File: config.mk
export PLATFORM = sky130hd
export DESIGN_NAME = branch_unit_flat
export DESIGN_NICKNAME = d
export VERILOG_FILES = /design/src/rtl/branch_unit_if.sv /design/src/rtl/branch_unit.sv /design/src/flat_wrapper.sv
export SDC_FILE = /design/constraint.sdc
export NUM_CORES = 1
export LEC_CHECK = 0
export CELL_PAD_IN_SITES_DETAIL_PLACEMENT = 1
export CELL_PAD_IN_SITES_GLOBAL_PLACEMENT = 1
export CORE_ASPECT_RATIO = 0.75
export CORE_UTILIZATION = 45
export CTS_BUF_LIST = sky130_fd_sc_hd__clkbuf_16
export DETAILED_ROUTE_END_ITERATION = 7
export PLACE_DENSITY = 0.82
export SLEW_MARGIN = 20
export SYNTH_ARGS = -nofsm -noshare
export SYNTH_HDL_FRONTEND = slang
export SYNTH_SLANG_ARGS = --single-unit
File: constraint.sdc
create_clock -name clk -period 4.3 [get_ports clk]
set_input_delay 0.645 -clock clk [delete_from_list [all_inputs] [get_ports clk]]
set_output_delay 0.645 -clock clk [all_outputs]
set_load 0.1 [all_outputs]
File: src/rtl/branch_unit_if.sv
// Fetch-lookup and EX-resolution bus of the branch unit.
// master: the pipeline side (drives lookups and resolving branches).
// slave:  the branch unit (returns predictions and resolution results).
interface branch_unit_if #(
  parameter int XLEN = 32,
  parameter int PC_W = 32
);
  // Fetch-side lookup
  logic            if_valid;
  logic [PC_W-1:0] if_pc;
  logic            pred_valid;
  logic            pred_taken;

  // EX-side resolution
  logic            ex_valid;
  logic [2:0]      ex_op;
  logic [XLEN-1:0] ex_c;
  logic [PC_W-1:0] ex_pc;
  logic            ex_pred_taken;
  logic            res_valid;
  logic            res_taken;
  logic            res_mispredict;

  modport master (
    output if_valid, if_pc, ex_valid, ex_op, ex_c, ex_pc, ex_pred_taken,
    input  pred_valid, pred_taken, res_valid, res_taken, res_mispredict
  );

  modport slave (
    input  if_valid, if_pc, ex_valid, ex_op, ex_c, ex_pc, ex_pred_taken,
    output pred_valid, pred_taken, res_valid, res_taken, res_mispredict
  );
endinterface

File: src/rtl/branch_unit.sv
// Branch resolution and prediction unit.
// - Resolves branch conditions at EX from the ALU difference ex_c (signed).
// - Direct-mapped BHT of 2-bit saturating counters indexed by pc[IDX_W+1:2].
// - Registered prediction to fetch and registered resolution/mispredict flags.
// Optional feature macro: BRANCH_STATS_EN adds stat_branches/stat_mispredicts.
// Condition codes mirror the core's BR_* encodings:
//   NO=0, NE=1, EQ=2, GE=3, LT=4, GO=5, 6/7 undefined (behave as NO).
module branch_unit #(
  parameter int XLEN      = 32,
  parameter int PC_W      = 32,
  parameter int BHT_DEPTH = 64
) (
  input  logic               clk,
  input  logic               rst_n,
  branch_unit_if.slave       bus
`ifdef BRANCH_STATS_EN
  ,
  output logic [31:0]        stat_branches,
  output logic [31:0]        stat_mispredicts
`endif
);

  localparam int IDX_W = $clog2(BHT_DEPTH);

  localparam logic [2:0] BR_NO = 3'd0;
  localparam logic [2:0] BR_NE = 3'd1;
  localparam logic [2:0] BR_EQ = 3'd2;
  localparam logic [2:0] BR_GE = 3'd3;
  localparam logic [2:0] BR_LT = 3'd4;
  localparam logic [2:0] BR_GO = 3'd5;

  localparam logic [1:0] CTR_RESET = 2'b01;  // weakly not-taken

  logic [1:0]       bht [BHT_DEPTH];
  logic [IDX_W-1:0] if_idx;
  logic [IDX_W-1:0] ex_idx;
  logic             ex_cond;      // op is conditional (may train the BHT)
  logic             ex_taken;     // actual direction of the resolving branch
  logic             ex_mispredict;
  logic [1:0]       ctr_next;
  logic             unused_pc_bits;

  assign if_idx = bus.if_pc[IDX_W+1:2];
  assign ex_idx = bus.ex_pc[IDX_W+1:2];

  // PC bits outside the index field carry no information for an untagged BHT.
  assign unused_pc_bits = ^{bus.if_pc[PC_W-1:IDX_W+2], bus.if_pc[1:0],
                            bus.ex_pc[PC_W-1:IDX_W+2], bus.ex_pc[1:0]};

  // Decode the condition code and evaluate the branch direction.
  always_comb begin
    ex_cond  = 1'b0;
    ex_taken = 1'b0;
    unique case (bus.ex_op)
      BR_NO: ex_taken = 1'b0;
      BR_NE: begin ex_cond = 1'b1; ex_taken = (bus.ex_c != '0);     end
      BR_EQ: begin ex_cond = 1'b1; ex_taken = (bus.ex_c == '0);     end
      BR_GE: begin ex_cond = 1'b1; ex_taken = ~bus.ex_c[XLEN-1];    end
      BR_LT: begin ex_cond = 1'b1; ex_taken =  bus.ex_c[XLEN-1];    end
      BR_GO: ex_taken = 1'b1;
      default: ex_taken = 1'b0;
    endcase
    ex_mispredict = ex_taken ^ bus.ex_pred_taken;
  end

  // Saturating counter step for the entry being trained.
  always_comb begin
    ctr_next = bht[ex_idx];
    if (ex_taken) begin
      if (bht[ex_idx] != 2'b11) ctr_next = bht[ex_idx] + 2'b01;
    end else begin
      if (bht[ex_idx] != 2'b00) ctr_next = bht[ex_idx] - 2'b01;
    end
  end

  // BHT storage: trained by valid conditional resolutions only.
  // NOTE: the table lives in flops and is reset so every entry starts weakly
  // not-taken; a RAM macro could not offer this without an init sweep.
  always_ff @(posedge clk or negedge rst_n) begin
    if (!rst_n) begin
      for (int i = 0; i < BHT_DEPTH; i++) bht[i] <= CTR_RESET;
    end else if (bus.ex_valid && ex_cond) begin
      bht[ex_idx] <= ctr_next;
    end
  end

  // Registered prediction to fetch.
  // NOTE: non-blocking writes mean a same-cycle lookup of the entry being
  // trained reads the pre-update counter (read-before-write, no bypass).
  always_ff @(posedge clk or negedge rst_n) begin
    if (!rst_n) begin
      bus.pred_valid <= 1'b0;
      bus.pred_taken <= 1'b0;
    end else begin
      bus.pred_valid <= bus.if_valid;
      bus.pred_taken <= bus.if_valid & bht[if_idx][1];
    end
  end

  // Registered resolution result, all flags qualified by ex_valid.
  always_ff @(posedge clk or negedge rst_n) begin
    if (!rst_n) begin
      bus.res_valid      <= 1'b0;
      bus.res_taken      <= 1'b0;
      bus.res_mispredict <= 1'b0;
    end else begin
      bus.res_valid      <= bus.ex_valid;
      bus.res_taken      <= bus.ex_valid & ex_taken;
      bus.res_mispredict <= bus.ex_valid & ex_mispredict;
    end
  end

`ifdef BRANCH_STATS_EN
  // Saturating event counters, stepping together with the res_* registers.
  always_ff @(posedge clk or negedge rst_n) begin
    if (!rst_n) begin
      stat_branches    <= '0;
      stat_mispredicts <= '0;
    end else begin
      if (bus.ex_valid && ex_cond && stat_branches != '1)
        stat_branches <= stat_branches + 32'd1;
      if (bus.ex_valid && ex_mispredict && stat_mispredicts != '1)
        stat_mispredicts <= stat_mispredicts + 32'd1;
    end
  end
`endif

endmodule

File: src/flat_wrapper.sv
// flat-port wrapper written by rule: the top's interface ports become plain ports
module branch_unit_flat 
#(
  parameter int XLEN      = 32,
  parameter int PC_W      = 32,
  parameter int BHT_DEPTH = 64
)
  (clk, rst_n, bus_if_valid, bus_if_pc, bus_ex_valid, bus_ex_op, bus_ex_c, bus_ex_pc, bus_ex_pred_taken, bus_pred_valid, bus_pred_taken, bus_res_valid, bus_res_taken, bus_res_mispredict);
  branch_unit_if #(.XLEN(XLEN), .PC_W(PC_W)) bus_i ();
  input  logic clk;
  input  logic rst_n;
  input wire logic [$bits(bus_i.if_valid)-1:0] bus_if_valid;
  input wire logic [$bits(bus_i.if_pc)-1:0] bus_if_pc;
  input wire logic [$bits(bus_i.ex_valid)-1:0] bus_ex_valid;
  input wire logic [$bits(bus_i.ex_op)-1:0] bus_ex_op;
  input wire logic [$bits(bus_i.ex_c)-1:0] bus_ex_c;
  input wire logic [$bits(bus_i.ex_pc)-1:0] bus_ex_pc;
  input wire logic [$bits(bus_i.ex_pred_taken)-1:0] bus_ex_pred_taken;
  output wire logic [$bits(bus_i.pred_valid)-1:0] bus_pred_valid;
  output wire logic [$bits(bus_i.pred_taken)-1:0] bus_pred_taken;
  output wire logic [$bits(bus_i.res_valid)-1:0] bus_res_valid;
  output wire logic [$bits(bus_i.res_taken)-1:0] bus_res_taken;
  output wire logic [$bits(bus_i.res_mispredict)-1:0] bus_res_mispredict;
  assign bus_i.if_valid = bus_if_valid;
  assign bus_i.if_pc = bus_if_pc;
  assign bus_i.ex_valid = bus_ex_valid;
  assign bus_i.ex_op = bus_ex_op;
  assign bus_i.ex_c = bus_ex_c;
  assign bus_i.ex_pc = bus_ex_pc;
  assign bus_i.ex_pred_taken = bus_ex_pred_taken;
  assign bus_pred_valid = bus_i.pred_valid;
  assign bus_pred_taken = bus_i.pred_taken;
  assign bus_res_valid = bus_i.res_valid;
  assign bus_res_taken = bus_i.res_taken;
  assign bus_res_mispredict = bus_i.res_mispredict;
  branch_unit #(.XLEN(XLEN), .PC_W(PC_W), .BHT_DEPTH(BHT_DEPTH)) u_core (.clk(clk), .rst_n(rst_n), .bus(bus_i));
endmodule
==> impl_metrics.toml <==
[timing]
relSlewSlack_pct = 25.94
fin_tns_setup_ns = 0
fmax_mhz = 278.2
rsz0062_at_grt = "false"
fin_crit_sh_pct = 83.60
finalSetupViolCount = 0
hold_viol = 0
fin_crit_ns = 3.595
maxSlewViolCount = 0
finalClockSkew_ns = 0.01105
worst_pin_slew_ns = 1.107

[cts]
clk-insertion-delay-late_ns = 0.43
root_buffer = "clkbuf_16"
cts.sinks = 133
cts_made_buffers = 17
clk_pin_slew_ns = 0.06
cts_max_level = 4
cts_resized = 0
post_cts_buffers = 0
hold_buffers = 0
cts_tree = "built"
clockBufferDepth = 2

[final_layout]
syn2layout_area_growth_pct = 20.06
multi_input_area_sq_um = 3303
layout_common_cells = "204 x nand2_1, 117 x o21ai_1, 69 x dfrtp_1"
layout.nets = 858
fillers = 1671
layout-drive-gt1-share_pct = 22.69
fin_area_sq_um = 8388
diodes = 0
layout_commonest_cell = "nand2_1"
seq_area_sq_um = 3408

[setup_path]
timing.reg2reg.setup_slack_ns = 1.23
cp.required_ns = 4.62
r2r_cells = 7
cp-start-kind = "input pin"
cpPeakStageDelay_ns = 0.84
cp-end-kind = "register"
critPathArrivalTime_ns = 3.91
cp_slowest_cell = "maj3_4"
critPathMaxFanout = 64
r2r-end = "u_core.bht[22]"
path_buf_inv = 1
worst-setup-path-type = "input pin to register"
path_cells = "clkdlybuf4s50_1 -> and3b_1 -> a222oi_1 -> mux2i_1 -> a211o_1 -> a2111oi_4 -> maj3_4 -> o21ai_1"
r2r_start = "u_core.bht[21]"
crit_family = "compound AO/OA/AOI/OAI gates"

[status]
outcome = "completed"

[floorplanning]
start_util_pct = 46.04
die_w_um = 145.9
core_sq_um = 15180
io_pins = 109
rows = 39
die_area_sq_um = 16030
dieHeight_um = 109.9

[place]
hpwl_mm = 15.18
place_area_sq_um = 7797
place_congestion = 0.8288
port_buffers = 56

[synth]
synth_xor_area_share_pct = 0.1254
ys_warn_count = 0
postSynthCellCount = 695
synth_compound_area_share_pct = 14.54
yosysSeqAreaShare_pct = 48.78
synth_nets = 799
synth-simple-area-share_pct = 17.42
synthArstFlopShare_pct = 100.0
synthMuxAreaShare_pct = 14.79
synth.distinct_cells = 54
syn_avg_cell_area_sq_um = 10.05
synth_top_family_by_area = "simple AND/OR/NAND/NOR gates"
synth-seq-cells = 133
synthAdderAreaFrac_pct = 0.3940
synth_edf_count = 0
ys.flop_type = "dfrtp_1"
syn-cell-area_sq_um = 6987

[min_path]
min_path_type = "input pin to async pin"

[pwr]
max-vdd-ir-drop_mv = 0.3028
powerDensity_nw_per_um2 = 427.9
power_leakage_uw = 0.003272

[job]
maxCapViolations = 0

[grt]
grt_pass1_vias = 6404
antenna_found_initial = 0
grt.total_usage_pct = 30.31
grt_max_degree = 79
overflow = 0
grt_pass1_wl_mm = 35.60

[route]
vias = 5921
vias_per_cell = 6.092
first_pass_iters = 5
drt_wl_total_mm = 22.39
drc = 0
antenna_left = 0
avgRoutedWirePerCell_um = 23.04
drt_iter0_drc = 455
-- worst max-delay path by stage --
stage                     depth (start not counted)         start                     to
after floorplan                                   6  bus_if_pc[2]  u_core.bus.pred_taken
after global placement                            8  bus_ex_pc[5]         u_core.bht[46]
after detailed placement                          8  bus_ex_pc[5]         u_core.bht[22]
after CTS                                         8  bus_ex_pc[5]         u_core.bht[64]
after global routing                              8  bus_ex_pc[5]         u_core.bht[22]
final                                             8  bus_ex_pc[5]         u_core.bht[22]
-- state kept, by name (all words and copies together), names as in the netlist --
signal and count:
u_core.bht 128, u_core.bus.pred_valid 1, u_core.bus.pred_taken 1, u_core.bus.res_valid 1, u_core.bus.res_taken 1, u_core.bus.res_mispredict 1
-- power breakdown --
| part | switching, uW | internal (uW) |
|---|---|---|
| Clock | 569 | 903 |
| Sequential | 93.2 | 1450 |
| Combinational | 344 | 231 |
| Total | 1010 | 2580 |
-- synthesized netlist by cell type (8+ instances only) --
cell      count  area share [%]
nand2_1     204              11
o21ai_1     117             8.4
dfrtp_1      69              25
dfstp_2      64              24
mux4_2       34              11
mux2i_1      20             2.9
nor2_1       14            0.75
buf_2        13            0.93
buf_4        10             1.1
clkbuf_1     10            0.54
nand2b_1     10            0.90
o21ai_2      10             1.3
inv_1         8            0.43
nor4_1        8            0.72
-- layout make-up --
cell class              count  area share, %
inverters                   9         0.4027
well taps                 205          3.058
clock buffers              17          5.072
clock inverters            15          1.969
multi-input cells         513          39.38
repair buffers             80          9.487
flip-flops and latches    133          40.63
-- layer usage --
layer	vias up	track usage (%)	share of wire, %
li1	2625	-	-
met1	3032	37.45	42
met2	222	50.96	48
met3	42	8.589	7.3
met4	0	11.73	2.1
met5	-	0	0
-- logic make-up (layout without fill, tap and decap cells) --
logic type               after synthesis  after routing
AND/OR/NAND/NOR                      277            277
AO/OA/AOI/OAI                        173            173
flip-flops                           133            133
multiplexers                          60             60
buffers and inverters                 49            121
adder cells (fa/ha/maj)                2              2
XOR/XNOR                               1              1
-- per-stage QoR --
stage | worst slack [ns] | total power [uW] | std cells | hold slack [ns] | utilization [%]
floorplan | 1.431 | 1895 | 695 | 0.3494 | -
global placement | 0.3546 | 2084 | 940 | 0.4476 | 51.38
detailed placement | 0.2347 | 2126 | 940 | 0.4584 | 51.38
CTS | 0.6752 | 3609 | 972 | 0.2920 | 55.27
global route | 0.4629 | 3724 | 972 | 0.3226 | 55.27
finish | 0.7053 | 3589 | 972 | 0.2693 | 55.27
No activity file was read; power rests on OpenSTA's default activity.
